$ cat config.mk
export PLATFORM = sky130hd
export DESIGN_NAME = xor_rot_cipher
export DESIGN_NICKNAME = d
export VERILOG_FILES = /design/src/rtl/xor_rot_cipher_pkg.sv /design/src/rtl/xor_rot_key_sched.sv /design/src/rtl/xor_rot_cipher.sv
export SDC_FILE = /design/constraint.sdc
export NUM_CORES = 1
export LEC_CHECK = 0
export ABC_CLOCK_PERIOD_IN_PS = 2170
export BUFFER_PORTS_ARGS = -buffer_cell sky130_fd_sc_hd__buf_2
export CAP_MARGIN = 5
export CORE_ASPECT_RATIO = 0.75
export CORE_MARGIN = 4
export CORE_UTILIZATION = 35
export CTS_BUF_LIST = sky130_fd_sc_hd__clkbuf_4 sky130_fd_sc_hd__clkbuf_8
export DETAILED_ROUTE_END_ITERATION = 10
export GPL_TIMING_DRIVEN = 0
export HOLD_SLACK_MARGIN = 0.08
export MAX_ROUTING_LAYER = met4
export SLEW_MARGIN = 15
export SYNTH_ARGS = -nofsm -noshare
export SYNTH_HDL_FRONTEND = slang
export SYNTH_HIERARCHICAL = 1
export SYNTH_SLANG_ARGS = --single-unit
$ cat constraint.sdc
create_clock -name clk -period 2.17 [get_ports clk]
set_input_delay 0.3255 -clock clk [delete_from_list [all_inputs] [get_ports clk]]
set_output_delay 0.3255 -clock clk [all_outputs]
set_load 0.05 [all_outputs]
$ cat src/rtl/xor_rot_cipher_pkg.sv
// ---------------------------------------------------------------------------
// xor_rot_cipher_pkg
//   Shared definitions for the iterative XOR-and-rotate cipher core:
//   - state_e  : controller states (IDLE, EXPAND, READY, RUN, DONE)
//   - MODE_ENC / MODE_DEC : values of the per-block mode bit
//   - rotl / rotr : width-parameterised rotate helpers
// The rotate helpers work on a MAX_W-bit container. The caller passes the
// real block width, zero-extends its operand into the container, and
// truncates the result back to the block width.
// ---------------------------------------------------------------------------
package xor_rot_cipher_pkg;

  localparam int MAX_W = 64;

  localparam logic MODE_ENC = 1'b1;
  localparam logic MODE_DEC = 1'b0;

  typedef enum logic [2:0] {
    ST_IDLE   = 3'd0,
    ST_EXPAND = 3'd1,
    ST_READY  = 3'd2,
    ST_RUN    = 3'd3,
    ST_DONE   = 3'd4
  } state_e;

  // Rotate the low w bits of x left by amt (modulo w). Bits at w and above
  // are returned as zero.
  function automatic logic [MAX_W-1:0] rotl(input logic [MAX_W-1:0] x,
                                            input int unsigned       amt,
                                            input int unsigned       w);
    logic [MAX_W-1:0] r;
    r = '0;
    for (int unsigned i = 0; i < MAX_W; i++) begin
      if (i < w) begin
        r[(i + amt) % w] = x[i];
      end
    end
    return r;
  endfunction

  // Rotate right is a left rotate by the complementary amount.
  function automatic logic [MAX_W-1:0] rotr(input logic [MAX_W-1:0] x,
                                            input int unsigned       amt,
                                            input int unsigned       w);
    return rotl(x, (w - (amt % w)) % w, w);
  endfunction

endpackage

$ cat src/rtl/xor_rot_key_sched.sv
// ---------------------------------------------------------------------------
// xor_rot_key_sched
//   Round-key buffer and expansion engine.
//   rk[0] = key, rk[i] = rotl(rk[i-1], 1) ^ i  (i zero-extended to WIDTH).
//   One entry is written per cycle while `expand` is high; `exp_last` flags
//   the cycle that writes rk[ROUNDS-1].
// Ports:
//   clk, rst   : clock, asynchronous active-high reset
//   load       : capture key_in and restart the expansion counter
//   key_in     : cipher key
//   expand     : controller is in EXPAND; write one entry this cycle
//   exp_last   : this cycle writes the final entry
//   rd_idx     : round index for the read port
//   rd_key     : rk[rd_idx]
// ---------------------------------------------------------------------------
module xor_rot_key_sched
  import xor_rot_cipher_pkg::*;
#(
  parameter int WIDTH  = 8,
  parameter int ROUNDS = 4,
  parameter int CNT_W  = 2
) (
  input  logic             clk,
  input  logic             rst,
  input  logic             load,
  input  logic [WIDTH-1:0] key_in,
  input  logic             expand,
  output logic             exp_last,
  input  logic [CNT_W-1:0] rd_idx,
  output logic [WIDTH-1:0] rd_key
);

  logic [CNT_W-1:0] cnt_q, cnt_d;
  // cur holds the entry to be written this cycle; it is advanced in step
  // with the counter so the buffer is never read during expansion.
  logic [WIDTH-1:0] cur_q, cur_d;
  logic [WIDTH-1:0] rk_q [ROUNDS];
  logic [WIDTH-1:0] rk_d [ROUNDS];

  assign exp_last = (cnt_q == CNT_W'(ROUNDS - 1));
  assign rd_key   = rk_q[rd_idx];

  always_comb begin
    // NOTE: every combinational output gets a default first so no path
    // leaves it unassigned, which would otherwise infer a latch.
    cnt_d = cnt_q;
    cur_d = cur_q;
    rk_d  = rk_q;
    if (load) begin
      cnt_d = '0;
      cur_d = key_in;
    end else if (expand) begin
      rk_d[cnt_q] = cur_q;
      cur_d = WIDTH'(rotl(MAX_W'(cur_q), 1, WIDTH)) ^ (WIDTH'(cnt_q) + WIDTH'(1));
      cnt_d = exp_last ? '0 : cnt_q + CNT_W'(1);
    end
  end

  // NOTE: the round-key buffer sits in flops and is cleared by reset, so a
  // reset really does wipe the key material rather than leaving it behind.
  always_ff @(posedge clk or posedge rst) begin
    if (rst) begin
      cnt_q <= '0;
      cur_q <= '0;
      for (int i = 0; i < ROUNDS; i++) begin
        rk_q[i] <= '0;
      end
    end else begin
      // NOTE: state is updated with non-blocking assignments so every flop
      // samples the pre-edge values, regardless of statement order.
      cnt_q <= cnt_d;
      cur_q <= cur_d;
      rk_q  <= rk_d;
    end
  end

endmodule

$ cat src/rtl/xor_rot_cipher.sv
// ---------------------------------------------------------------------------
// xor_rot_cipher
//   Iterative XOR-and-rotate block cipher, one round per clock.
//   Encrypt round r (0..ROUNDS-1):      x = rotl(x ^ rk[r], ROT)
//   Decrypt round r (ROUNDS-1 down to 0): x = rotr(x, ROT) ^ rk[r]
//   Key expansion is done once per key_load and buffered in
//   xor_rot_key_sched.
// Parameters: WIDTH (>=4, <=64), ROUNDS (1..16), ROT (0 < ROT < WIDTH)
// Ports:
//   clk, rst            : clock, asynchronous active-high reset
//   key_load, key_in    : load a key and start expansion
//   key_ready           : key_load is honoured (IDLE or READY)
//   in_valid/in_ready   : input handshake; in_mode (1=enc) and in_data
//   out_valid/out_ready : output handshake; out_data holds while valid
//   busy                : EXPAND, RUN or DONE
// Optional feature macro XOR_ROT_CIPHER_PARITY_EN adds out_parity, the
// even parity (XOR reduction) of out_data, registered alongside it.
// ---------------------------------------------------------------------------
module xor_rot_cipher
  import xor_rot_cipher_pkg::*;
#(
  parameter int WIDTH  = 8,
  parameter int ROUNDS = 4,
  parameter int ROT    = 3
) (
  input  logic             clk,
  input  logic             rst,
  input  logic             key_load,
  input  logic [WIDTH-1:0] key_in,
  output logic             key_ready,
  input  logic             in_valid,
  output logic             in_ready,
  input  logic             in_mode,
  input  logic [WIDTH-1:0] in_data,
  output logic             out_valid,
  input  logic             out_ready,
  output logic [WIDTH-1:0] out_data,
  output logic             busy
`ifdef XOR_ROT_CIPHER_PARITY_EN
  ,
  output logic             out_parity
`endif
);

  localparam int RND_W = (ROUNDS > 1) ? $clog2(ROUNDS) : 1;
  localparam logic [RND_W-1:0] RND_LAST = RND_W'(ROUNDS - 1);

  state_e           state_q, state_d;
  logic [WIDTH-1:0] data_q, data_d;
  logic             mode_q, mode_d;
  logic [RND_W-1:0] rnd_q, rnd_d;
  logic [WIDTH-1:0] out_data_q, out_data_d;
`ifdef XOR_ROT_CIPHER_PARITY_EN
  logic             out_parity_q, out_parity_d;
`endif

  logic             key_accept;
  logic             exp_last;
  logic [WIDTH-1:0] round_key;
  logic [WIDTH-1:0] round_out;
  logic             round_last;

  xor_rot_key_sched #(
    .WIDTH  (WIDTH),
    .ROUNDS (ROUNDS),
    .CNT_W  (RND_W)
  ) u_key_sched (
    .clk      (clk),
    .rst      (rst),
    .load     (key_accept),
    .key_in   (key_in),
    .expand   (state_q == ST_EXPAND),
    .exp_last (exp_last),
    .rd_idx   (rnd_q),
    .rd_key   (round_key)
  );

  // Handshake outputs decode the state register only; in_ready also looks
  // at key_load so a key reload wins over a block in the same cycle.
  assign key_ready = (state_q == ST_IDLE) || (state_q == ST_READY);
  assign in_ready  = (state_q == ST_READY) && !key_load;
  assign out_valid = (state_q == ST_DONE);
  assign busy      = (state_q == ST_EXPAND) || (state_q == ST_RUN) ||
                     (state_q == ST_DONE);
  assign out_data  = out_data_q;
`ifdef XOR_ROT_CIPHER_PARITY_EN
  assign out_parity = out_parity_q;
`endif

  // One round of the datapath for the current round key.
  always_comb begin
    if (mode_q == MODE_ENC) begin
      round_out  = WIDTH'(rotl(MAX_W'(data_q ^ round_key), ROT, WIDTH));
      round_last = (rnd_q == RND_LAST);
    end else begin
      round_out  = WIDTH'(rotr(MAX_W'(data_q), ROT, WIDTH)) ^ round_key;
      round_last = (rnd_q == '0);
    end
  end

  always_comb begin
    state_d    = state_q;
    data_d     = data_q;
    mode_d     = mode_q;
    rnd_d      = rnd_q;
    out_data_d = out_data_q;
`ifdef XOR_ROT_CIPHER_PARITY_EN
    out_parity_d = out_parity_q;
`endif
    key_accept = 1'b0;

    case (state_q)
      ST_IDLE: begin
        if (key_load) begin
          key_accept = 1'b1;
          state_d    = ST_EXPAND;
        end
      end

      ST_EXPAND: begin
        if (exp_last) begin
          state_d = ST_READY;
        end
      end

      ST_READY: begin
        if (key_load) begin
          key_accept = 1'b1;
          state_d    = ST_EXPAND;
        end else if (in_valid) begin
          data_d  = in_data;
          mode_d  = in_mode;
          // Encrypt walks the key buffer upwards, decrypt downwards.
          rnd_d   = (in_mode == MODE_ENC) ? '0 : RND_LAST;
          state_d = ST_RUN;
        end
      end

      ST_RUN: begin
        data_d = round_out;
        if (round_last) begin
          out_data_d = round_out;
`ifdef XOR_ROT_CIPHER_PARITY_EN
          out_parity_d = ^round_out;
`endif
          state_d = ST_DONE;
        end else if (mode_q == MODE_ENC) begin
          rnd_d = rnd_q + RND_W'(1);
        end else begin
          rnd_d = rnd_q - RND_W'(1);
        end
      end

      ST_DONE: begin
        if (out_ready) begin
          state_d = ST_READY;
        end
      end

      default: begin
        state_d = ST_IDLE;
      end
    endcase
  end

  always_ff @(posedge clk or posedge rst) begin
    if (rst) begin
      state_q    <= ST_IDLE;
      data_q     <= '0;
      mode_q     <= MODE_DEC;
      rnd_q      <= '0;
      out_data_q <= '0;
`ifdef XOR_ROT_CIPHER_PARITY_EN
      out_parity_q <= 1'b0;
`endif
    end else begin
      state_q    <= state_d;
      data_q     <= data_d;
      mode_q     <= mode_d;
      rnd_q      <= rnd_d;
      out_data_q <= out_data_d;
`ifdef XOR_ROT_CIPHER_PARITY_EN
      out_parity_q <= out_parity_d;
`endif
    end
  end

endmodule

Word level (Yosys, flattened, before mapping)
Cells that the tools add are included.
{"block": "classes", "n_addsub": 4, "n_lt_le_gt_ge": 3, "n_eq_ne": 14, "muxes": 55, "bitwise": 7, "reduce_logical": 17}
{"operator": "2-to-1 mux 8 bit", "count": 8}
{"operator": "bitwise mux 32 bit", "count": 1}
{"operator": "2-to-1 mux 1 bit", "count": 27}
{"operator": "bitwise XOR 8 bit", "count": 3}
{"operator": "2-to-1 mux 3 bit", "count": 6}
{"operator": "binary-select mux 8 bit (select 2 bit)", "count": 1}
{"operator": "demux 8 bit (select 2 bit)", "count": 1}
{"operator": "2-to-1 mux 2 bit", "count": 8}
{"operator": "case mux 8 bit (2 select lines)", "count": 1}
{"operator": "case mux 3 bit (5 select lines)", "count": 1}
{"operator": "!= test 2 bit (second input constant)", "count": 6}
{"operator": "== test 3 x 2 -> 1 bit (second input constant)", "count": 2}
{"operator": "greater-or-equal comparator 3 bit (second input constant)", "count": 2}
{"operator": "inverter 2 -> 3 bit", "count": 2}
{"operator": "AND reduction 3 bit", "count": 2}
{"operator": "AND reduction 5 bit", "count": 1}
{"operator": "adder 2 x 1 -> 2 bit (second input constant)", "count": 2}
{"operator": "== test 2 bit (second input constant)", "count": 2}
{"operator": "case mux 2 bit (2 select lines)", "count": 1}
{"operator": "AND reduction 2 bit", "count": 2}
{"operator": "AND reduction 4 bit", "count": 1}
{"operator": "nonzero test 2 bit", "count": 2}
{"operator": "adder 2 x 1 -> 3 bit (second input constant)", "count": 1}
{"operator": "== test 3 x 1 -> 1 bit (second input constant)", "count": 1}
{"operator": "other kinds (12)", "count": 16}
{"block": "word_totals", "regBits": 64, "output_inout_bits": 12, "elab_cells": 111}

Longest topological paths before layout
{"block": "logic_depth", "depth_word": 7, "ltp_mapped": 7}

Cells and area by module
The synthesis kept the hierarchy.
{"mod": "xor_rot_key_sched", "n_inst": 1, "cells_per_inst": 132, "area_per_inst_um2": 1964.4, "seq_area_each_um2": 1051.0}
{"mod": "xor_rot_cipher", "n_inst": 1, "cells_per_inst": 131, "area_per_inst_um2": 1322.5, "seq_area_each_um2": 550.5}

Least setup slack after synthesis
OpenSTA, ideal clock, no wires.
{"block": "synth_path", "path_kind": "reg-to-reg", "startpoint": "register state_q[0]", "endpoint": "register u_key_sched/rk_q[0] (netlist name)", "setup_ns": 0.125, "arrival_time_ns": 2.039, "slack_ns": 0.006, "path_stages_with_launch": 6, "path_buffers": 1, "period_less_slack_ns": 2.164, "cell_sequence": "dfrtp_1 buf_2 nor2_1 and2_1 nand3b_2 mux2_2"}
{"block": "synth_between", "elab_chain_len": 5, "elab_cells_between_ends": 7, "cone_classes": "2 x eq/ne; 1 x mux; 1 x bitwise; 3 x reduce/logical"}
{"element": "start: declaration", "line": "xor_rot_cipher.sv:48", "text": "state_e state_q, state_d;"}
{"element": "start signal: assignment", "line": "xor_rot_cipher.sv:177", "text": "state_q <= state_d;"}
{"element": "== test 3 x 2 -> 1 bit or logical NOT 3 bit (tied branches)", "line": "xor_rot_cipher.sv:112", "text": "case (state_q)"}
{"element": "OR reduction 2 bit (no line) (*)"}
{"element": "2-to-1 mux 1 bit (*)"}
{"element": "named net key_accept", "line": "xor_rot_cipher.sv:57", "text": "logic key_accept;"}
{"element": "inverter 1 bit (no line) (*)"}
{"element": "AND reduction 2 bit (no line) (*)"}
{"element": "end signal: assignment", "line": "xor_rot_key_sched.sv:73", "text": "rk_q <= rk_d;"}
{"element": "end: declaration", "line": "xor_rot_key_sched.sv:37", "text": "logic [WIDTH-1:0] rk_q [ROUNDS];"}
Mark *: on every way through the listed nets, which the timed path passes. The rest lies on a longest branch.
A chain may end at the register's enable or synchronous reset.

Final worst setup path
{"block": "layout_path", "startpoint": "register state_q[1]", "endpoint": "output in_ready"}
{"block": "layout_between", "elab_chain_len": 2}
{"element": "== test 3 x 2 -> 1 bit", "line": "xor_rot_cipher.sv:81", "text": "assign in_ready = (state_q == ST_READY) && !key_load;"}
{"element": "logical AND 1 bit", "line": "xor_rot_cipher.sv:81"}
{"element": "end: declaration", "line": "xor_rot_cipher.sv:32", "text": "output logic in_ready,"}
Every way passes these cells.

==> results.toml <==
[global_route]
grt_pass1_vias = 2233
grt_usage_pct = 14.1
grt_max_degree = 34
grt_pass1_wl_um = 11700
antenna_found_initial = 0
grt-ovfl-total = 0

[synthesis]
synthSimpleGateAreaFrac_pct = 9.06
async_flop_share_pct = 100
synth_seq_cells = 64
synthXorXnorAreaFrac_pct = 5.33
synth_nets = 289
synth-edff-count = 0
synth_cell_types = 44
yosysTopAreaCell = "dfrtp_1"
ys_top_cells_by_area = "dfrtp_1, mux2_2, mux2i_1"
synth_compound_area_share_pct = 7.58
ys.flop_type = "dfrtp_1"
synth.cell_area_um2 = 3290
synth_adder_area_share_pct = 1.52
synth_top_area_share_pct = 48.7
yosysMostFrequentCell = "dfrtp_1"
synth_top_family_by_area = "multiplexers"
syn-instance-count = 263
ys_warn_count = 6
synthMuxAreaShare_pct = 22.9
avgSynthCellArea_um2 = 12.5
synth_common_cells = "dfrtp_1, mux2_2, inv_1"
yosysSeqAreaShare_pct = 48.7

[worst_hold_path]
hold_class = "input pin to register"

[drt]
wl_per_cell_um = 15.6
met3_length_um = 354
routed.top_layer = "met4"
firstDrtPassIters = 4
routed_wl_um = 6920
vias_per_cell = 4.91
drt.antenna.violating_nets = 0
drtIter0Drc = 102
drc = 0
wl_met1_um = 3470
wl_met2_um = 3030
num_vias = 2174

[layout]
diodes = 0
fill_cells = 886
seqCellArea_um2 = 1600
design_area_um2 = 3890
multi_input_area_um2 = 1530
drive_above_1_share_pct = 35.6
nets = 336
fin_util_pct = 42.8
syn_to_final_growth_pct = 18.4

[power_and_ir_drop]
ir_drop_mv = 0.747
power_density_nw_per_um2 = 1650
totalPowerFinal_uw = 6430
leakage_uw = 0.00181

[setup_path]
criticalPathCategory = "register to output pin"
cp_top_family = "buffers and inverters"
cp_common_cell = "buf_2"
crit_arrival_ns = 1.70
cp_max_fo = 10
critical_path.startpoint_type = "register"
cp.required_ns = 1.84
worst-path-buf-inv = 3
slowest_stage = "dfrtp_1"
cp_cell_sequence = "buf_2, nor4b_4, buf_2, buf_2"
max_stage_delay_ns = 0.31
worst_setup_path_end_kind = "output pin"

[floorplan]
initial_core_util_pct = 36.2
fp.dieArea_um2 = 11000
pin_count = 34
coreArea_um2 = 9080
fp-row-count = 30
die_width_um = 120
die-height_um = 91.9

[placed_design]
place_congestion = 0.756
dp_hpwl_um = 4940
dpl_cell_area_um2 = 3630
io_buffer_count = 33

[timing]
finalSetupViolCount = 0
tns_ns = 0
timing.fmax_mhz = 494
fin_crit_ns = 2.02
worstMarginPinSlew_ns = 0.841
grt_setup_unrepaired = "false"
fin_crit_sh_pct = 93.3
finalMaxSlewViolations = 0
whs_ns = 0.189
hold_viol_final = 0
skew_ns = 0.00851
slew_headroom_pct = 43.9

[clock_tree]
cts-buffers-inserted = 9
clk-insertion-delay-late_ns = 0.34
cts.sinks = 64
root_buffer = "clkbuf_8"
cts_buffer_depth = 2
cts_tree = "yes"
ctsHtreeMaxLevel = 3
clk_pin_slew_worst_paths_ns = 0.07

[run_status]
status = "finished clean"

[job]
maxCapViolCount = 0
[cells in the final DEF (no fill, tap or decap), types with 3 or more instances in the layout]
cell type   n
or3b_1      4
inv_1      21
nor2_1      3
o21ai_0     9
nand3_1    10
nand2_1    10
o211ai_1    3
buf_2      37
nand3b_2    5
mux4_2      8
mux2_2     33
clkbuf_8   10
dfrtp_1    62
or3_1       3
xnor2_1     4
xor2_1     16
clkbuf_4    4
mux2i_1    20
o221ai_1    8
ha_1        4
[routing by layer]
layer	vias to the layer above	track usage, %
met5	-	-
li1	1039	-
met2	53	20.3
met1	1076	18.8
met3	6	5.24
met4	0	3.43
[metrics by stage]
step           setup slack, ns  cells
4_1_cts                 0.0212    442
3_5_place_dp            0.0441    425
3_3_place_gp            0.0798    424
6_report                 0.146    443
2_1_floorplan          0.00626    263
5_1_grt                 0.0289    443
[cell type report]
type / count / share of cell area (%)
Clock inverter: 3 / 1.67
Timing Repair Buffer: 36 / 5.21
Inverter: 23 / 2.22
Clock buffer: 13 / 4.12
Sequential cell: 64 / 41.2
Tap cell: 128 / 4.12
Multi-Input combinational cell: 165 / 39.4
Buffer: 11 / 2.06
[cell families after synthesis]
family | Yosys count
DFF | 64
AOI/OAI and AO/OA | 33
xor gates and xnor gates | 20
and+or+nand+nor | 47
adders and majority gates | 4
buffers and inverters | 34
muxes | 61
[worst reg2reg max path: stages (launching register included)]
cell      delay (ns)
dfrtp_2         0.44
clkbuf_4        0.25
mux4_2          0.58
xnor2_1         0.17
mux2_2          0.27
o221ai_1        0.15
[power by group]
part           switching [µW]  internal (µW)  total (µW)
sequential                467           1760        2220
combinational            1590           1470        3060
clock                     431            715        1150
total                    2490           3940        6430
[flip-flops by register name (all words and copies together) (netlist names)]
| register | count |
|---|---|
| data_q | 8 |
| out_data | 8 |
| u_key_sched/cur_q | 8 |
| mode_q | 1 |
| u_key_sched/rk_q | 32 |
| rnd_q | 2 |
| state_q | 3 |
| u_key_sched/cnt_q | 2 |
[what timing repair did]
| item | 4_1_cts | 5_1_grt |
|---|---|---|
| resized for setup | 1 | 5 |
| endpoints found under the setup margin | 1 | 14 |
| buffers inserted | 0 | 1 |
| gates cloned | 0 | 0 |
| hold buffers | 1 | 0 |
| endpoints found under the hold margin | 9 | 0 |
[path summary, 6_finish.rpt]
check | depth (start not counted) | end | slack [ns] | from
min in group asynchronous | 3 | u_key_sched/rk_q[9] | 0.46 | rst
worst min register to register | 1 | u_key_sched/rk_q[2] | 0.50 | u_key_sched/rk_q[2]
worst max-delay path | 4 | in_ready | 0.15 | state_q[1]
worst min-delay path | 3 | u_key_sched/cur_q[3] | 0.19 | key_in[3]
worst max register to register | 5 | data_q[6] | 0.22 | rnd_q[1]
max in group asynchronous | 3 | rnd_q[0] | 0.88 | rst
No activity file was read; power rests on OpenSTA's default activity.
